==> config.mk <==
export PLATFORM = sky130hd
export DESIGN_NAME = pipe_adder_flat
export DESIGN_NICKNAME = d
export VERILOG_FILES = /design/src/rtl/pipe_adder_if.sv /design/src/rtl/pipe_adder.sv /design/src/flat_wrapper.sv
export SDC_FILE = /design/constraint.sdc
export NUM_CORES = 1
export LEC_CHECK = 0
export BUFFER_PORTS_ARGS = -buffer_cell sky130_fd_sc_hd__buf_2
export CORE_MARGIN = 2
export CORE_UTILIZATION = 51
export DETAILED_ROUTE_END_ITERATION = 12
export PLACE_DENSITY_LB_ADDON = 0.2
export RECOVER_POWER = 100
export SLEW_MARGIN = 25
export SYNTH_ARGS = -nofsm -noshare
export SYNTH_HDL_FRONTEND = slang
export SYNTH_SLANG_ARGS = --single-unit
export TNS_END_PERCENT = 1
==> constraint.sdc <==
create_clock -name clk -period 2.3 [get_ports clk]
set_input_delay 0.345 -clock clk [delete_from_list [all_inputs] [get_ports clk]]
set_output_delay 0.345 -clock clk [all_outputs]
set_load 0.02 [all_outputs]
==> src/rtl/pipe_adder_if.sv <==
// pipe_adder_if -- handshake and data bundle for pipe_adder.
//
// Upstream side : s_valid, s_ready, A, B, ci
// Downstream side: m_valid, m_ready, S, co, ovf
//
// Modports:
//   master -- the environment that feeds operands and consumes results
//   slave  -- the adder itself
interface pipe_adder_if #(
  parameter int N = 8
);
  logic         s_valid;
  logic         s_ready;
  logic [N-1:0] A;
  logic [N-1:0] B;
  logic         ci;
  logic         m_valid;
  logic         m_ready;
  logic [N-1:0] S;
  logic         co;
  logic         ovf;

  modport master (
    output s_valid, A, B, ci, m_ready,
    input  s_ready, m_valid, S, co, ovf
  );

  modport slave (
    input  s_valid, A, B, ci, m_ready,
    output s_ready, m_valid, S, co, ovf
  );
endinterface

==> src/rtl/pipe_adder.sv <==
// pipe_adder -- pipelined N-bit signed adder with valid/ready flow control.
//
// The N-bit add is split into STAGES slices of W = N/STAGES bits. Stage k
// adds slice k of A and B plus the carry registered by stage k-1 (ci for
// stage 0). Operand slices not yet consumed and sum slices already produced
// travel with their transaction, so every output field belongs to one
// operand set. The last stage register is the output register.
//
// Ports:
//   clk   -- rising-edge clock
//   rstn  -- asynchronous active-low reset
//   bus   -- pipe_adder_if.slave: s_valid/s_ready/A/B/ci in,
//            m_valid/m_ready/S/co/ovf out
//
// Parameters: N (width, >= 2), STAGES (1..N, N % STAGES == 0).
//
// Optional feature: define PIPE_ADDER_SAT_EN to saturate S on signed
// overflow (co and ovf always report the raw add).
module pipe_adder #(
  parameter int N      = 8,
  parameter int STAGES = 2
) (
  input  logic          clk,
  input  logic          rstn,
  pipe_adder_if.slave   bus
);

  localparam int W = N / STAGES;

  // Whole pipe moves together; it may move whenever the output register is
  // empty or being drained this cycle.
  logic adv;
  assign adv         = bus.m_ready || !bus.m_valid;
  assign bus.s_ready = adv;

  genvar gi;
  generate
    for (gi = 0; gi < STAGES; gi++) begin : stg
      localparam int RW = N - gi * W;    // operand bits still to be added
      localparam int SW = (gi + 1) * W;  // sum bits complete after this stage

      logic          v_in;
      logic          c_in;
      logic [RW-1:0] a_rem;
      logic [RW-1:0] b_rem;
      logic [W:0]    part;
      logic [SW-1:0] s_next;
      logic [SW-1:0] s_store;
      logic          v_reg;
      logic          c_reg;
      logic [SW-1:0] s_reg;

      if (gi == 0) begin : src
        assign v_in   = bus.s_valid;
        assign c_in   = bus.ci;
        assign a_rem  = bus.A;
        assign b_rem  = bus.B;
        assign s_next = part[W-1:0];
      end else begin : src
        assign v_in   = stg[gi-1].v_reg;
        assign c_in   = stg[gi-1].c_reg;
        assign a_rem  = stg[gi-1].mid.a_hi_reg;
        assign b_rem  = stg[gi-1].mid.b_hi_reg;
        assign s_next = {part[W-1:0], stg[gi-1].s_reg};
      end

      assign part = {1'b0, a_rem[W-1:0]} + {1'b0, b_rem[W-1:0]} + {{W{1'b0}}, c_in};

      if (gi < STAGES - 1) begin : mid
        // Upper operand slices carried forward for the following stages.
        logic [RW-W-1:0] a_hi_reg;
        logic [RW-W-1:0] b_hi_reg;

        assign s_store = s_next;

        always_ff @(posedge clk or negedge rstn) begin
          if (!rstn) begin
            a_hi_reg <= '0;
            b_hi_reg <= '0;
          end else if (adv) begin
            a_hi_reg <= a_rem[RW-1:W];
            b_hi_reg <= b_rem[RW-1:W];
          end
        end
      end else begin : fin
        logic ovf_next;
        logic ovf_reg;

        // a_rem[W-1]/b_rem[W-1] are the operand sign bits. Their XOR with the
        // sum MSB recovers the carry into bit N-1; XOR with the carry out of
        // bit N-1 gives signed overflow.
        assign ovf_next = (a_rem[W-1] ^ b_rem[W-1] ^ part[W-1]) ^ part[W];

`ifdef PIPE_ADDER_SAT_EN
        // Overflow only happens with equal operand signs, so A's sign picks
        // the saturation direction.
        assign s_store = ovf_next ? (a_rem[W-1] ? {1'b1, {(N-1){1'b0}}}
                                                : {1'b0, {(N-1){1'b1}}})
                                  : s_next;
`else
        assign s_store = s_next;
`endif

        always_ff @(posedge clk or negedge rstn) begin
          if (!rstn) begin
            ovf_reg <= 1'b0;
          end else if (adv) begin
            ovf_reg <= ovf_next;
          end
        end
      end

      // Bubbles shift through like real entries (valid bit low); nothing is
      // compressed while the pipe is held.
      always_ff @(posedge clk or negedge rstn) begin
        if (!rstn) begin
          v_reg <= 1'b0;
          c_reg <= 1'b0;
          s_reg <= '0;
        end else if (adv) begin
          v_reg <= v_in;
          c_reg <= part[W];
          s_reg <= s_store;
        end
      end
    end
  endgenerate

  assign bus.m_valid = stg[STAGES-1].v_reg;
  assign bus.S       = stg[STAGES-1].s_reg;
  assign bus.co      = stg[STAGES-1].c_reg;
  assign bus.ovf     = stg[STAGES-1].fin.ovf_reg;

endmodule

==> src/flat_wrapper.sv <==
// flat-port wrapper written by rule: the top's interface ports become plain ports
module pipe_adder_flat 
#(
  parameter int N      = 8,
  parameter int STAGES = 2
)
  (clk, rstn, bus_s_valid, bus_A, bus_B, bus_ci, bus_m_ready, bus_s_ready, bus_m_valid, bus_S, bus_co, bus_ovf);
  pipe_adder_if #(.N(N)) bus_i ();
  input  logic clk;
  input  logic rstn;
  input wire logic [$bits(bus_i.s_valid)-1:0] bus_s_valid;
  input wire logic [$bits(bus_i.A)-1:0] bus_A;
  input wire logic [$bits(bus_i.B)-1:0] bus_B;
  input wire logic [$bits(bus_i.ci)-1:0] bus_ci;
  input wire logic [$bits(bus_i.m_ready)-1:0] bus_m_ready;
  output wire logic [$bits(bus_i.s_ready)-1:0] bus_s_ready;
  output wire logic [$bits(bus_i.m_valid)-1:0] bus_m_valid;
  output wire logic [$bits(bus_i.S)-1:0] bus_S;
  output wire logic [$bits(bus_i.co)-1:0] bus_co;
  output wire logic [$bits(bus_i.ovf)-1:0] bus_ovf;
  assign bus_i.s_valid = bus_s_valid;
  assign bus_i.A = bus_A;
  assign bus_i.B = bus_B;
  assign bus_i.ci = bus_ci;
  assign bus_i.m_ready = bus_m_ready;
  assign bus_s_ready = bus_i.s_ready;
  assign bus_m_valid = bus_i.m_valid;
  assign bus_S = bus_i.S;
  assign bus_co = bus_i.co;
  assign bus_ovf = bus_i.ovf;
  pipe_adder #(.N(N), .STAGES(STAGES)) u_core (.clk(clk), .rstn(rstn), .bus(bus_i));
endmodule
==> results.ini <==
[critical_path]
setup.worst_path.start_class=flip-flop
cp_max_fo=2
worst_ep_arrival_time_ps=1990
setup.worst_path.class=flip-flop to flip-flop
crit_required_ps=2500
critPathCaptureType=flip-flop

[grt]
globalRouteTotalUtil_pct=16.74
grt_first_pass_wirelength_mm=3.374
grt_start_max_net_pins=37
globalRoute.totalOverflow=0
via_count_of_the_first_global_routing_pass=819
antenna_found_initial=0

[detailed_routing]
via_count_of_the_routed_design=799
wire_per_inst_um=12.85
initialDrtViolationCount=1
remaining_drc_errors=0
ant_nets=0
postRouteWirelength_mm=2.004
detailedRoute.firstPassIterationCount=3
vias_per_cell=5.122

[power_and_ir_drop]
switchingPower_uw=431.9
cellInternalPower_uw=775.1
static-leakage-power_nw=0.6628
seqPwrFrac_pct=50.2
power.density_cell_area_nw_per_um2=873.8
clkPwrFrac_pct=16.2
max-vdd-ir-drop_mv=0.5464
power.combinational.fraction_pct=33.6
switching_share_pct=35.78

[yosys]
yosys_warnings=0
postSynthCellCount=96
synth_nets=127
syn_area_um2=1246
asyncSetResetFlopFracSynth_pct=100.0
synth_area_per_cell_um2=12.98
synth-seq-area-share_pct=50.20
post_synth_edffs=0
ys_dominant_reg_cell=sky130_fd_sc_hd__dfrtp_1
synth-seq-cells=25
synth_cell_type_count=19

[finish]
finish.instance_area_um2=1381
syn_to_final_growth_pct=10.84
cell_count_final_fillers_out=156
layout.nets=160
fillerInstances=217
antennaDiodeCount=0
largest_register_ffs=8
fraction_of_final_layout_cells_sized_beyond_drive_strength_1_pct=22.66

[clocking]
clkLatencyLatePin_ps=320
cts_setup_buffers=0
clk_transition_reported_paths_ps=140
hold_buffers=0
maximum_count_of_clock_buffers_along_a_single_path=2
clock_buffers_created_by_tritoncts=3
tritoncts_num_sinks=25
cts_resized=0
cts.htree.levels=1
root_buffer=sky130_fd_sc_hd__clkbuf_4
cts_tree=built

[floorplan]
effective_utilization_at_floorplan_pct=55.27
chipWidth_um=53.43
top_level_ports=33
design.core.area_um2=2255
design.die.area_um2=2855
fp-row-count=17
die_h_um=53.43

[sta]
rsz0062_at_grt=false
finalHoldWorstSlack_ps=233.1
finalClockSkew_ps=9.168
worstMarginPinSlew_ps=1300
tns_ps=0
achievable-frequency_ghz=0.5589
max-slew-margin-rel_pct=13.36
final_hold_viol_count=0
timing.final.ws_setup_ps=510.9
min_period_over_period_pct=77.79
finalCriticalPeriod_ps=1789
final-setup-viol-count=0
maxSlewViolCount=0

[placement]
globalplace.congestion=0.7781
dp.final_hpwl_mm=1.508
dpl_cells=152
placedInstanceArea_um2=1409
dpl_worst_slack_ps=510.0
numPortBuffers=32

[min_path]
hold_class=input port to flip-flop

[run]
maxcap_viol_count=0

[run_status]
status=finished clean

-- synth_stat cells, types with 2 or more instances --
cell / instances / area (um^2)
sky130_fd_sc_hd__o21ai_0: 2 / 10.01
sky130_fd_sc_hd__fa_1: 4 / 80.08
sky130_fd_sc_hd__buf_2: 2 / 10.01
sky130_fd_sc_hd__nand2_1: 2 / 7.510
sky130_fd_sc_hd__mux2_4: 9 / 135.1
sky130_fd_sc_hd__a21o_1: 3 / 22.52
sky130_fd_sc_hd__mux2_2: 5 / 56.30
sky130_fd_sc_hd__xor2_1: 3 / 26.28
sky130_fd_sc_hd__a21oi_1: 9 / 45.04
sky130_fd_sc_hd__buf_6: 2 / 22.52
sky130_fd_sc_hd__nor2_1: 9 / 33.78
sky130_fd_sc_hd__ha_1: 6 / 75.07
sky130_fd_sc_hd__a21oi_2: 2 / 17.52
sky130_fd_sc_hd__inv_1: 7 / 26.28
sky130_fd_sc_hd__dfrtp_1: 25 / 625.6
sky130_fd_sc_hd__nand2b_1: 2 / 12.51
sky130_fd_sc_hd__xnor2_1: 2 / 17.52
-- layout make-up --
type / count / area, um^2 / share of cell area (%)
inverters: 7 / 26.28 / 1.902
well taps: 28 / 35.03 / 2.536
multi-input cells: 60 / 524.3 / 37.95
repair buffers: 32 / 142.6 / 10.33
clock inverters: 1 / 5.005 / 0.3623
flip-flops and latches: 25 / 625.6 / 45.29
clock buffers: 3 / 22.52 / 1.630
-- worst paths after layout --
| kind | startpoint | end | slack [ps] | cells after the start |
|---|---|---|---|---|
| setup / recovery | u_core.stg[0].mid.b_hi_reg[0]$_DFFE_PN0P_ | u_core.bus.ovf$_DFFE_PN0P_ | 510 | 7 |
| hold / removal | bus_B[5] | u_core.stg[0].mid.b_hi_reg[1]$_DFFE_PN0P_ | 230 | 3 |
| setup reg to reg | u_core.stg[0].mid.b_hi_reg[0]$_DFFE_PN0P_ | u_core.bus.ovf$_DFFE_PN0P_ | 510 | 7 |
| hold reg to reg | u_core.stg[0].v_reg$_DFFE_PN0P_ | u_core.bus.m_valid$_DFFE_PN0P_ | 480 | 1 |
| max in group asynchronous | rstn | u_core.stg[0].c_reg$_DFFE_PN0P_ | 1260 | 1 |
| min in group asynchronous | rstn | u_core.bus.S[6]$_DFFE_PN0P_ | 280 | 1 |
-- critical path, cell delays in order (launching register included) --
cell	delay [ps]
sky130_fd_sc_hd__dfrtp_1	430
sky130_fd_sc_hd__fa_1	470
sky130_fd_sc_hd__inv_1	80
sky130_fd_sc_hd__fa_1	190
sky130_fd_sc_hd__nand2b_1	110
sky130_fd_sc_hd__o2bb2ai_1	160
sky130_fd_sc_hd__xnor2_1	150
sky130_fd_sc_hd__a21oi_1	80
-- power groups by stage --
stage                     Sequential, mW  Combinational [mW]  Clock [mW]
after floorplan                    0.700               0.245           0
after global placement             0.612               0.456           0
after detailed placement           0.616               0.467           0
after CTS                          0.609               0.469       0.204
after global routing               0.624               0.451       0.223
final                              0.606               0.405       0.196
-- layer usage --
layer	track usage [%]	up-vias	part of all wire, %
li1	-	384	-
met1	21.10	395	45
met2	27.98	18	49
met3	2.825	2	4.7
met4	7.265	0	0.65
met5	0	-	0
-- through the flow --
stage	util (%)	power [mW]
after floorplan	-	0.9456
after global placement	62.49	1.068
after detailed placement	62.49	1.083
after CTS	63.71	1.282
after global routing	61.27	1.298
final	61.27	1.207
-- placed cells by master, fill, tap and decap left out, drive strengths merged, types with 4 or more instances in the layout --
| master | n |
|---|---|
| dfrtp | 25 |
| buf | 18 |
| clkbuf | 17 |
| mux2 | 14 |
| a21oi | 11 |
| nor2 | 9 |
| inv | 7 |
| ha | 6 |
| fa | 4 |
-- logic make-up (layout without fill, tap and decap cells) --
family,count (synthesis),after routing,share of synthesized area [%]
AOI/OAI and AO/OA,17,17,8.333
adders and majority gates,10,10,12.45
muxes,14,14,15.36
DFF,25,25,50.20
buffers and inverters,11,43,4.719
xor gates and xnor gates,5,5,3.515
and+or+nand+nor,14,14,5.421
(Power assumes the default switching activity.)
